**src/rtl/pool_buf_defs.sv**
```systemverilog
// pool_buf_defs: read-FSM encoding, bank count and frame-size helper.
// POOL_FRAME_BUF_PINGPONG_EN selects two banks; otherwise one bank.
package pool_buf_defs;

    localparam logic [1:0] RD_IDLE   = 2'd0;
    localparam logic [1:0] RD_FILL   = 2'd1;
    localparam logic [1:0] RD_STREAM = 2'd2;

`ifdef POOL_FRAME_BUF_PINGPONG_EN
    localparam int NUM_BANKS = 2;
`else
    localparam int NUM_BANKS = 1;
`endif

    // extra RAM address bits spent on the bank select
    localparam int BANK_AW = (NUM_BANKS > 1) ? 1 : 0;

    function automatic int frame_size(input int w, input int h);
        return w * h;
    endfunction

endpackage

```
**src/rtl/pool_buf_ram.sv**
```systemverilog
// pool_buf_ram: simple dual-port RAM, one write port, one registered read.
// Ports: CLK, WE/WADDR/WDATA write side, RE/RADDR/RDATA read side.
module pool_buf_ram #(
    parameter int AW = 6,
    parameter int DW = 24
) (
    input  logic          CLK,
    input  logic          WE,
    input  logic [AW-1:0] WADDR,
    input  logic [DW-1:0] WDATA,
    input  logic          RE,
    input  logic [AW-1:0] RADDR,
    output logic [DW-1:0] RDATA
);

    logic [DW-1:0] mem [2**AW];

    always_ff @(posedge CLK) begin
        if (WE) begin
            mem[WADDR] <= WDATA;
        end
        if (RE) begin
            RDATA <= mem[RADDR];
        end
    end

endmodule

```
**src/rtl/pool_frame_buffer.sv**
```systemverilog
// pool_frame_buffer: captures one pooled map, replays it over VALID/READY.
// Ports: CLK, RSTn (sync, active-low); DIN_* capture stream; DOUT_* replay
// stream; LAST_PIX_DONE pulse; OVERFLOW / FRAME_ERR sticky flags.
// Macro POOL_FRAME_BUF_PINGPONG_EN enables two ping-pong banks.
module pool_frame_buffer
    import pool_buf_defs::*;
#(
    parameter int P_OUT_W  = 8,
    parameter int P_OUT_H  = 8,
    parameter int P_ADDR_W = 6,
    parameter int DW       = 24
) (
    input  logic          CLK,
    input  logic          RSTn,
    input  logic          DIN_VALID,
    input  logic [DW-1:0] DIN,
    input  logic          DIN_LAST_LINE,
    input  logic          DIN_LAST_PIX,
    output logic          DOUT_VALID,
    input  logic          DOUT_READY,
    output logic [DW-1:0] DOUT,
    output logic          DOUT_LAST,
    output logic          LAST_PIX_DONE,
    output logic          OVERFLOW,
    output logic          FRAME_ERR
);

    localparam int N      = frame_size(P_OUT_W, P_OUT_H);
    localparam int RAM_AW = P_ADDR_W + BANK_AW;
    localparam int COL_W  = (P_OUT_W > 1) ? $clog2(P_OUT_W) : 1;
    localparam logic [P_ADDR_W-1:0] LAST_ADDR = P_ADDR_W'(N - 1);
    localparam logic [COL_W-1:0]    LAST_COL  = COL_W'(P_OUT_W - 1);

    // ---------------- write side ----------------
    logic [P_ADDR_W-1:0] wr_addr;
    logic [COL_W-1:0]    wr_col;
    logic                wr_full;
    logic                wr_fire;
    logic                at_last;
    logic                line_end;
    logic                commit;
    logic                bad_pos;

    assign wr_fire  = DIN_VALID & ~wr_full;
    assign at_last  = (wr_addr == LAST_ADDR);
    assign line_end = (wr_col == LAST_COL);
    assign commit   = wr_fire & (DIN_LAST_PIX | at_last);
    assign bad_pos  = (DIN_LAST_PIX != at_last)
                    | (DIN_LAST_LINE != line_end);

    always_ff @(posedge CLK) begin
        if (!RSTn) begin
            wr_addr   <= '0;
            wr_col    <= '0;
            OVERFLOW  <= 1'b0;
            FRAME_ERR <= 1'b0;
        end else begin
            if (DIN_VALID & wr_full) begin
                OVERFLOW <= 1'b1;
            end
            if (wr_fire & bad_pos) begin
                FRAME_ERR <= 1'b1;
            end
            if (commit) begin
                wr_addr <= '0;
                wr_col  <= '0;
            end else if (wr_fire) begin
                wr_addr <= wr_addr + 1'b1;
                wr_col  <= line_end ? '0 : wr_col + 1'b1;
            end
        end
    end

    // ---------------- bank bookkeeping ----------------
    logic                rel;
    logic                rd_full;
    logic [P_ADDR_W-1:0] rd_len;
    logic [P_ADDR_W-1:0] ra;
    logic [RAM_AW-1:0]   ram_waddr;
    logic [RAM_AW-1:0]   ram_raddr;

`ifdef POOL_FRAME_BUF_PINGPONG_EN
    logic                wr_bank;
    logic                rd_bank;
    logic [1:0]          full;
    logic [P_ADDR_W-1:0] blen [2];

    assign wr_full   = full[wr_bank];
    assign rd_full   = full[rd_bank];
    assign rd_len    = blen[rd_bank];
    assign ram_waddr = {wr_bank, wr_addr};
    assign ram_raddr = {rd_bank, ra};

    // commit and release never hit the same bank in one cycle:
    // commit needs it empty, release needs it full
    always_ff @(posedge CLK) begin
        if (!RSTn) begin
            full    <= '0;
            wr_bank <= 1'b0;
            rd_bank <= 1'b0;
        end else begin
            if (commit) begin
                full[wr_bank] <= 1'b1;
                wr_bank       <= ~wr_bank;
            end
            if (rel) begin
                full[rd_bank] <= 1'b0;
                rd_bank       <= ~rd_bank;
            end
        end
    end

    // last index of each committed frame (short frames end early)
    always_ff @(posedge CLK) begin
        if (commit) begin
            blen[wr_bank] <= wr_addr;
        end
    end
`else
    logic                full;
    logic [P_ADDR_W-1:0] blen;

    assign wr_full   = full;
    assign rd_full   = full;
    assign rd_len    = blen;
    assign ram_waddr = wr_addr;
    assign ram_raddr = ra;

    always_ff @(posedge CLK) begin
        if (!RSTn) begin
            full <= 1'b0;
        end else if (commit) begin
            full <= 1'b1;
        end else if (rel) begin
            full <= 1'b0;
        end
    end

    always_ff @(posedge CLK) begin
        if (commit) begin
            blen <= wr_addr;
        end
    end
`endif

    // ---------------- read FSM ----------------
    logic [1:0] rd_state;
    logic [1:0] rd_next;
    logic       rd_active;

    always_ff @(posedge CLK) begin
        if (!RSTn) begin
            rd_state <= RD_IDLE;
        end else begin
            rd_state <= rd_next;
        end
    end

    always_comb begin
        rd_next = rd_state;
        unique case (rd_state)
            RD_IDLE:   if (rd_full) rd_next = RD_FILL;
            RD_FILL:   rd_next = RD_STREAM;
            RD_STREAM: if (rel) rd_next = RD_IDLE;
            default:   rd_next = RD_IDLE;
        endcase
    end

    always_comb begin
        rd_active = 1'b0;
        unique case (rd_state)
            RD_FILL, RD_STREAM: rd_active = 1'b1;
            default:            rd_active = 1'b0;
        endcase
    end

    // ---------------- read issue + skid ----------------
    logic [DW-1:0] ram_rdata;
    logic [DW-1:0] sk_data [2];
    logic [1:0]    sk_last;
    logic          sk_wp;
    logic          sk_rp;
    logic [1:0]    sk_cnt;
    logic          rd_pend;
    logic          pend_last;
    logic          iss_done;
    logic          pop;
    logic          issue;
    logic [2:0]    occ;

    assign pop = DOUT_VALID & DOUT_READY;
    assign occ = {1'b0, sk_cnt} + {2'b0, rd_pend};

    // skid plus in-flight word may never exceed two entries
    assign issue = rd_active & ~iss_done
                 & ((occ < 3'd2) | ((occ == 3'd2) & pop));

    always_ff @(posedge CLK) begin
        if (!RSTn) begin
            ra        <= '0;
            iss_done  <= 1'b0;
            rd_pend   <= 1'b0;
            pend_last <= 1'b0;
        end else begin
            rd_pend <= issue;
            if (!rd_active) begin
                ra       <= '0;
                iss_done <= 1'b0;
            end else if (issue) begin
                pend_last <= (ra == rd_len);
                if (ra == rd_len) begin
                    iss_done <= 1'b1;
                end else begin
                    ra <= ra + 1'b1;
                end
            end
        end
    end

    pool_buf_ram #(
        .AW (RAM_AW),
        .DW (DW)
    ) u_ram (
        .CLK   (CLK),
        .WE    (wr_fire),
        .WADDR (ram_waddr),
        .WDATA (DIN),
        .RE    (issue),
        .RADDR (ram_raddr),
        .RDATA (ram_rdata)
    );

    always_ff @(posedge CLK) begin
        if (!RSTn) begin
            sk_data[0] <= '0;
            sk_data[1] <= '0;
            sk_last    <= '0;
            sk_wp      <= 1'b0;
            sk_rp      <= 1'b0;
            sk_cnt     <= '0;
        end else begin
            if (rd_pend) begin
                sk_data[sk_wp] <= ram_rdata;
                sk_last[sk_wp] <= pend_last;
                sk_wp          <= ~sk_wp;
            end
            if (pop) begin
                sk_rp <= ~sk_rp;
            end
            sk_cnt <= sk_cnt + {1'b0, rd_pend} - {1'b0, pop};
        end
    end

    assign DOUT_VALID    = (sk_cnt != 2'd0);
    assign DOUT          = sk_data[sk_rp];
    assign DOUT_LAST     = DOUT_VALID & sk_last[sk_rp];
    assign rel           = pop & DOUT_LAST;
    assign LAST_PIX_DONE = rel;

endmodule

```
**config.mk**
```make
export PLATFORM = sky130hd
export DESIGN_NAME = pool_frame_buffer
export DESIGN_NICKNAME = d
export VERILOG_FILES = /design/src/rtl/pool_buf_defs.sv /design/src/rtl/pool_buf_ram.sv /design/src/rtl/pool_frame_buffer.sv
export SDC_FILE = /design/constraint.sdc
export NUM_CORES = 2
export LEC_CHECK = 0
export ABC_AREA = 1
export BUFFER_PORTS_ARGS = -buffer_cell sky130_fd_sc_hd__buf_2
export CAP_MARGIN = 20
export CELL_PAD_IN_SITES_DETAIL_PLACEMENT = 1
export CELL_PAD_IN_SITES_GLOBAL_PLACEMENT = 1
export CORE_AREA = 4 4 383 385
export DETAILED_ROUTE_END_ITERATION = 10
export DIE_AREA = 0 0 387 389
export HOLD_SLACK_MARGIN = 0.03
export PLACE_DENSITY = 0.86
export SKIP_LAST_GASP = 1
export SYNTH_ARGS = -nofsm -noshare
export SYNTH_HDL_FRONTEND = slang
export SYNTH_HIERARCHICAL = 1
export SYNTH_SLANG_ARGS = --single-unit
```
**constraint.sdc**
```tcl
create_clock -name CLK -period 4.4 [get_ports CLK]
set_clock_uncertainty 0.1 [all_clocks]
set_input_delay 0.44 -clock CLK [delete_from_list [all_inputs] [get_ports CLK]]
set_output_delay 0.44 -clock CLK [all_outputs]
set_load 0.05 [all_outputs]
```
Word-level counts from Yosys, hierarchy flattened:

Memories as Yosys holds them, arrays and structs flattened. A register that Yosys moved wholly into a read port is not among the register bits.
Cells that the tools add are included.

* $add $sub $neg: 6
* magnitude comparators: 4
* eq/ne operators: 10
* mux-type cells: 23
* bitwise operators: 19
* reduce and logical (&&, ||, !) cells: 12

Operators by type and width (number)
* $mux 24: 1
* $reduce_or 24->1: 1
* $mux 1: 16
* $add 6x1->6 const B: 2
* $and 1x1->1: 10
* $reduce_and 2->1: 5
* $eq 6x6->1: 1
* $eq 6x6->1 const B: 1
* $not 1->1: 6
* $pmux 2 s3: 1
* $lt 1x2->1 const B: 2
* $mux 2: 2
* $ne 2x2->1 const B: 2
* $reduce_bool 2->1: 2
* $reduce_or 2->1: 2
* $add 2x1->3: 1
* $add 3x1->3 const B: 1
* $eq 3x2->1 const B: 1
* $eq 3x3->1 const B: 1
* $lt 3x2->1 const B: 1
* $mux 3: 1
* $or 1x1->1: 3
* $add 2x1->2: 1
* $bwmux 2: 1
* other kinds (8): 9

* register bits: 35
* bits in writable memories: 1584
* output and inout port bits: 29
* logic and storage cells: 91
* memories: 2

Memories
* u_ram.mem: depth 64, bits a word 24, read ports 1, clocked after Yosys merged registers in 1, wr ports 1, RTL line pool_buf_ram.sv:16 `logic [DW-1:0] mem [2**AW];`
* sk_data: depth 2, bits a word 24, read ports 1, clocked after Yosys merged registers in 1, wr ports 2, RTL line pool_frame_buffer.sv:179 `logic [DW-1:0] sk_data [2];`

Logic depth before layout (Yosys ltp):

* depth in word-level cells: 6
* mapped depth: 13
* gate-level depth less buffers: 11

Hierarchy:

The synthesis kept the hierarchy.

By module, submodules not included
* pool_buf_ram: instances 1, cells each 5230, area each 62995.4 µm², sequential area each 46844.9 µm²
* pool_frame_buffer: instances 1, cells each 390, area each 3854.9 µm², sequential area each 2222.1 µm²

Worst setup path before layout:

Ideal clock, no wire load.

* kind: input to register
* start point: in DIN_VALID
* end point: mem u_ram.mem[48][0] (enable)
* library setup time: 466 ps
* data arrival time: 3526 ps
* slack: 307 ps
* stages on the path: 5
* buffers on the path: 1
* cells stage by stage: nand2_2 -> inv_2 -> clkbuf_1 -> nand4_1 -> nor4_1

* cells in the longest elaborated chain, start to end: 3

RTL lines
* start: declaration: RTL line pool_frame_buffer.sv:15 `input logic DIN_VALID,`
* $and 1x1->1: RTL line pool_frame_buffer.sv:44 `assign wr_fire = DIN_VALID & ~wr_full;`
* named net wr_fire: RTL line pool_frame_buffer.sv:38 `logic wr_fire;`
* $mux 1: RTL line pool_buf_ram.sv:19 `if (WE) begin`
* $mux 1 (implied by the code): RTL line pool_buf_ram.sv:20 `mem[WADDR] <= WDATA;`
* end: declaration: RTL line pool_buf_ram.sv:16

The timed path passes the listed nets, and every way through them passes these cells.

==> impl_metrics.py <==
metrics = {
    "sta": {
        "slew_viol_final": 60,
        "rsz0062_at_grt": "false",
        "tns_ns": 0,
        "slew_headroom_pct": -6.75,
        "setup_viol": 0,
        "fin_crit_sh_pct": 81.2,
        "timing.final.hold_violations": 0,
        "worstMarginPinSlew_ns": 1.60,
        "max_freq_ghz": 0.280,
        "period_minus_slack_ns": 3.57,
    },
    "worst_setup_path": {
        "cp.arrival_ns": 4.12,
        "r2r_setup_slack_ns": 0.83,
        "worstPathCellList": "inv_16, buf_12, nand2_1, nand3_1, nand3_1, nand2_1, nand2_1, nand3_1, nand3_1, nand2_1",
        "worst_ep_required_time_ns": 4.94,
        "critical-path-slowest-cell": "buf_12",
        "cp-end-kind": "flip-flop",
        "r2r-start": "ra[0]",
        "setup.worst_path.start_class": "flip-flop",
        "setup.worst_path.class": "reg2reg",
        "ff2ff_path_depth": 10,
        "critPathMaxFanout": 225,
        "r2r_end": "u_ram/RDATA[9]",
        "cp_slowest_stage_delay_ns": 0.50,
    },
    "global_routing": {
        "grt_pass1_vias": 51300,
        "grt_start_max_net_pins": 226,
        "antenna_found_initial": 12,
        "grt_first_pass_wirelength_um": 332000,
        "grt.total_usage_pct": 29.6,
        "grt_overflow": 0,
    },
    "floorplan": {
        "die_w_um": 387,
        "io_pins": 59,
        "fp.coreArea_um2": 143000,
        "start_util_pct": 46.7,
        "die_area_um2": 151000,
        "die_y_um": 389,
        "rows": 139,
    },
    "finish": {
        "fin_util_pct": 52.2,
        "finalNetCount": 5706,
        "fillers": 14600,
        "final_common_cell": "nand2_1",
        "syn_to_final_growth_pct": 11.7,
        "mostFrequentLayoutCells": "2002 x nand2_1, 1614 x edfxtp_1, 1315 x nand3_1",
        "drive_gt1_share_pct": 9.20,
        "finalNonFillerCells": 7702,
    },
    "routing": {
        "wirelength_um": 230000,
        "topRoutingLayerUsed": "met5",
        "met1_length_um": 79100,
        "drc_errors": 0,
        "avgRoutedWirePerCell_um": 29.9,
        "vias": 48600,
        "drtIter0Drc": 7094,
        "vias_per_cell": 6.32,
        "first_pass_iters": 6,
        "wl_met2_um": 111000,
        "ant_nets": 0,
        "route.met3.wl_um": 25500,
    },
    "logic_synthesis": {
        "synthFlopType": "edfxtp_1",
        "yosys.area_share.xor_xnor_pct": 0.0786,
        "syn_area_um2": 66900,
        "synth_top_family_by_area": "simple AND/OR/NAND/NOR gates",
        "synthAdderAreaFrac_pct": 0.262,
        "synth-simple-area-share_pct": 22.1,
        "ys_types": 36,
        "muxShareOfSynthArea_pct": 0.404,
        "synth-seq-cells": 1644,
        "synth_edf_count": 1614,
        "synth_nets": 5664,
        "synth_compound_area_share_pct": 0.245,
        "ys_warn_count": 6,
        "seq_area_frac_synth_pct": 73.4,
        "synthCells": 5620,
        "avgSynthCellArea_um2": 11.9,
        "ys_async_sr_fraction_pct": 0,
    },
    "power_and_ir_drop": {
        "p_leak_nw": 26.7,
        "fin_total_pwr_mw": 37.3,
        "power.density_nw_per_um2": 500,
        "vdd_ir_drop_max_v": 0.000483,
    },
    "cts": {
        "clock-sinks": 1644,
        "cts_made_buffers": 163,
        "cts_resized": 0,
        "cts_setup_buffers": 0,
        "cts_tree": "built",
        "clock_latency_ns": 0.82,
        "h-tree-depth": 4,
        "clockRootBuffer": "clkbuf_16",
        "cts_buffer_depth": 3,
        "cts_hold_buf": 5,
        "clk_pin_slew_ns": 0.06,
    },
    "status": {
        "outcome": "finished, violations left",
        "failed_checks": "max-slew violations",
    },
    "min_path": {
        "min_from": "DIN[18]",
        "hold-path-cell-count": 1,
        "hold_end": "u_ram/mem[37][18]",
        "hold_path.class": "in2reg",
    },
    "placed_design": {
        "placed_cells": 7386,
        "post-dp-hpwl_um": 126000,
        "io_buffer_count": 58,
        "place.gp.congestion": 0.863,
    },
    "job": {
        "maxCapViolCount": 0,
    },
}
-- kinds of logic after synthesis --
logic type,count (synthesis)
AND/OR/NAND/NOR,3476
flip-flops,1644
buffers and inverters,426
AO/OA/AOI/OAI,30
multiplexers,24
adder cells (fa/ha/maj),14
XOR/XNOR,6
-- where the power goes --
| part | leakage [nW] | internal, mW | switching (mW) |
|---|---|---|---|
| sequential | 14.8 | 17.5 | 0.250 |
| combinational | 9.31 | 1.27 | 4.29 |
| clock | 2.52 | 7.74 | 6.29 |
-- metal layers --
layer	track usage (%)	vias up
met2	49.0	3625
met4	17.3	6
met3	5.58	860
met1	36.7	24400
met5	0	-
li1	-	19800
-- synthesized netlist by cell type (2+ instances only) --
library cell,instances,area [um2]
xor2_1,4,35.0
clkinv_1,2,7.51
buf_8,4,60.1
nor3b_1,2,15.0
edfxtp_1,1614,48500
or2_1,2,12.5
nand4_1,11,68.8
nor4_1,8,50.1
buf_6,46,518
inv_1,68,255
xnor2_1,2,17.5
mux2_2,12,135
o21ai_0,5,25.0
nand3_1,1315,6580
nor2_1,126,473
inv_2,7,26.3
buf_4,30,225
mux2_1,12,135
nand2_2,2,12.5
nand3b_1,2,15.0
nand2_1,2002,7510
dfxtp_1,30,601
clkbuf_1,69,259
ha_1,14,175
a21oi_1,22,110
buf_2,172,861
nor2_2,2,12.5
buf_1,27,101
-- metrics by stage --
step | hold WS (ns) | setup WS, ns | cell area [um2]
2_1_floorplan | 0.332 | 0.307 | 66900
3_3_place_gp | 0.343 | 1.23 | 69200
3_5_place_dp | 0.365 | 1.16 | 69200
4_1_cts | 0.0552 | 1.20 | 74500
5_1_grt | 0.0874 | 0.995 | 74700
6_report | 0.0605 | 0.826 | 74700
-- layout make-up --
cell class / instances / area [um2] / share of cell area [%]
antenna: 5 / 12.5 / 0.0168
clock buffer: 208 / 4310 / 5.77
clock inverter: 89 / 901 / 1.21
inverter: 78 / 325 / 0.436
multi-input combinational: 3550 / 15700 / 21.0
sequential: 1644 / 49100 / 65.7
tap: 1903 / 2380 / 3.19
timing repair buffer: 225 / 2010 / 2.69
-- registers in the layout, indices dropped and copies added (netlist names), named ones only --
signal,count
u_ram/mem,1536
sk_data,48
u_ram/RDATA,24
blen,6
ra,6
ram_waddr,6
wr_col,3
rd_state,2
sk_cnt,2
sk_last,2
FRAME_ERR,1
OVERFLOW,1
full,1
iss_done,1
pend_last,1
rd_pend,1
sk_rp,1
sk_wp,1
-- worst max-delay path by stage --
| stage | start | cells after the start | end |
|---|---|---|---|
| floorplan | DIN_VALID | 5 | u_ram/mem[48][0] |
| global placement | DIN_VALID | 6 | u_ram/mem[17][0] |
| detailed placement | DIN_VALID | 6 | u_ram/mem[33][20] |
| CTS | flip-flop | 2 | DOUT[2] |
| global route | ra[0] | 10 | u_ram/RDATA[20] |
| finish | ra[0] | 10 | u_ram/RDATA[9] |
-- worst max-delay path, delay by kind of cell, from the launching register on --
kind          cells  cell delay, ns
simple gates      8            1.33
flops             1            0.43
buf+inv           2            0.81
Power figures use the tool's default switching activity.
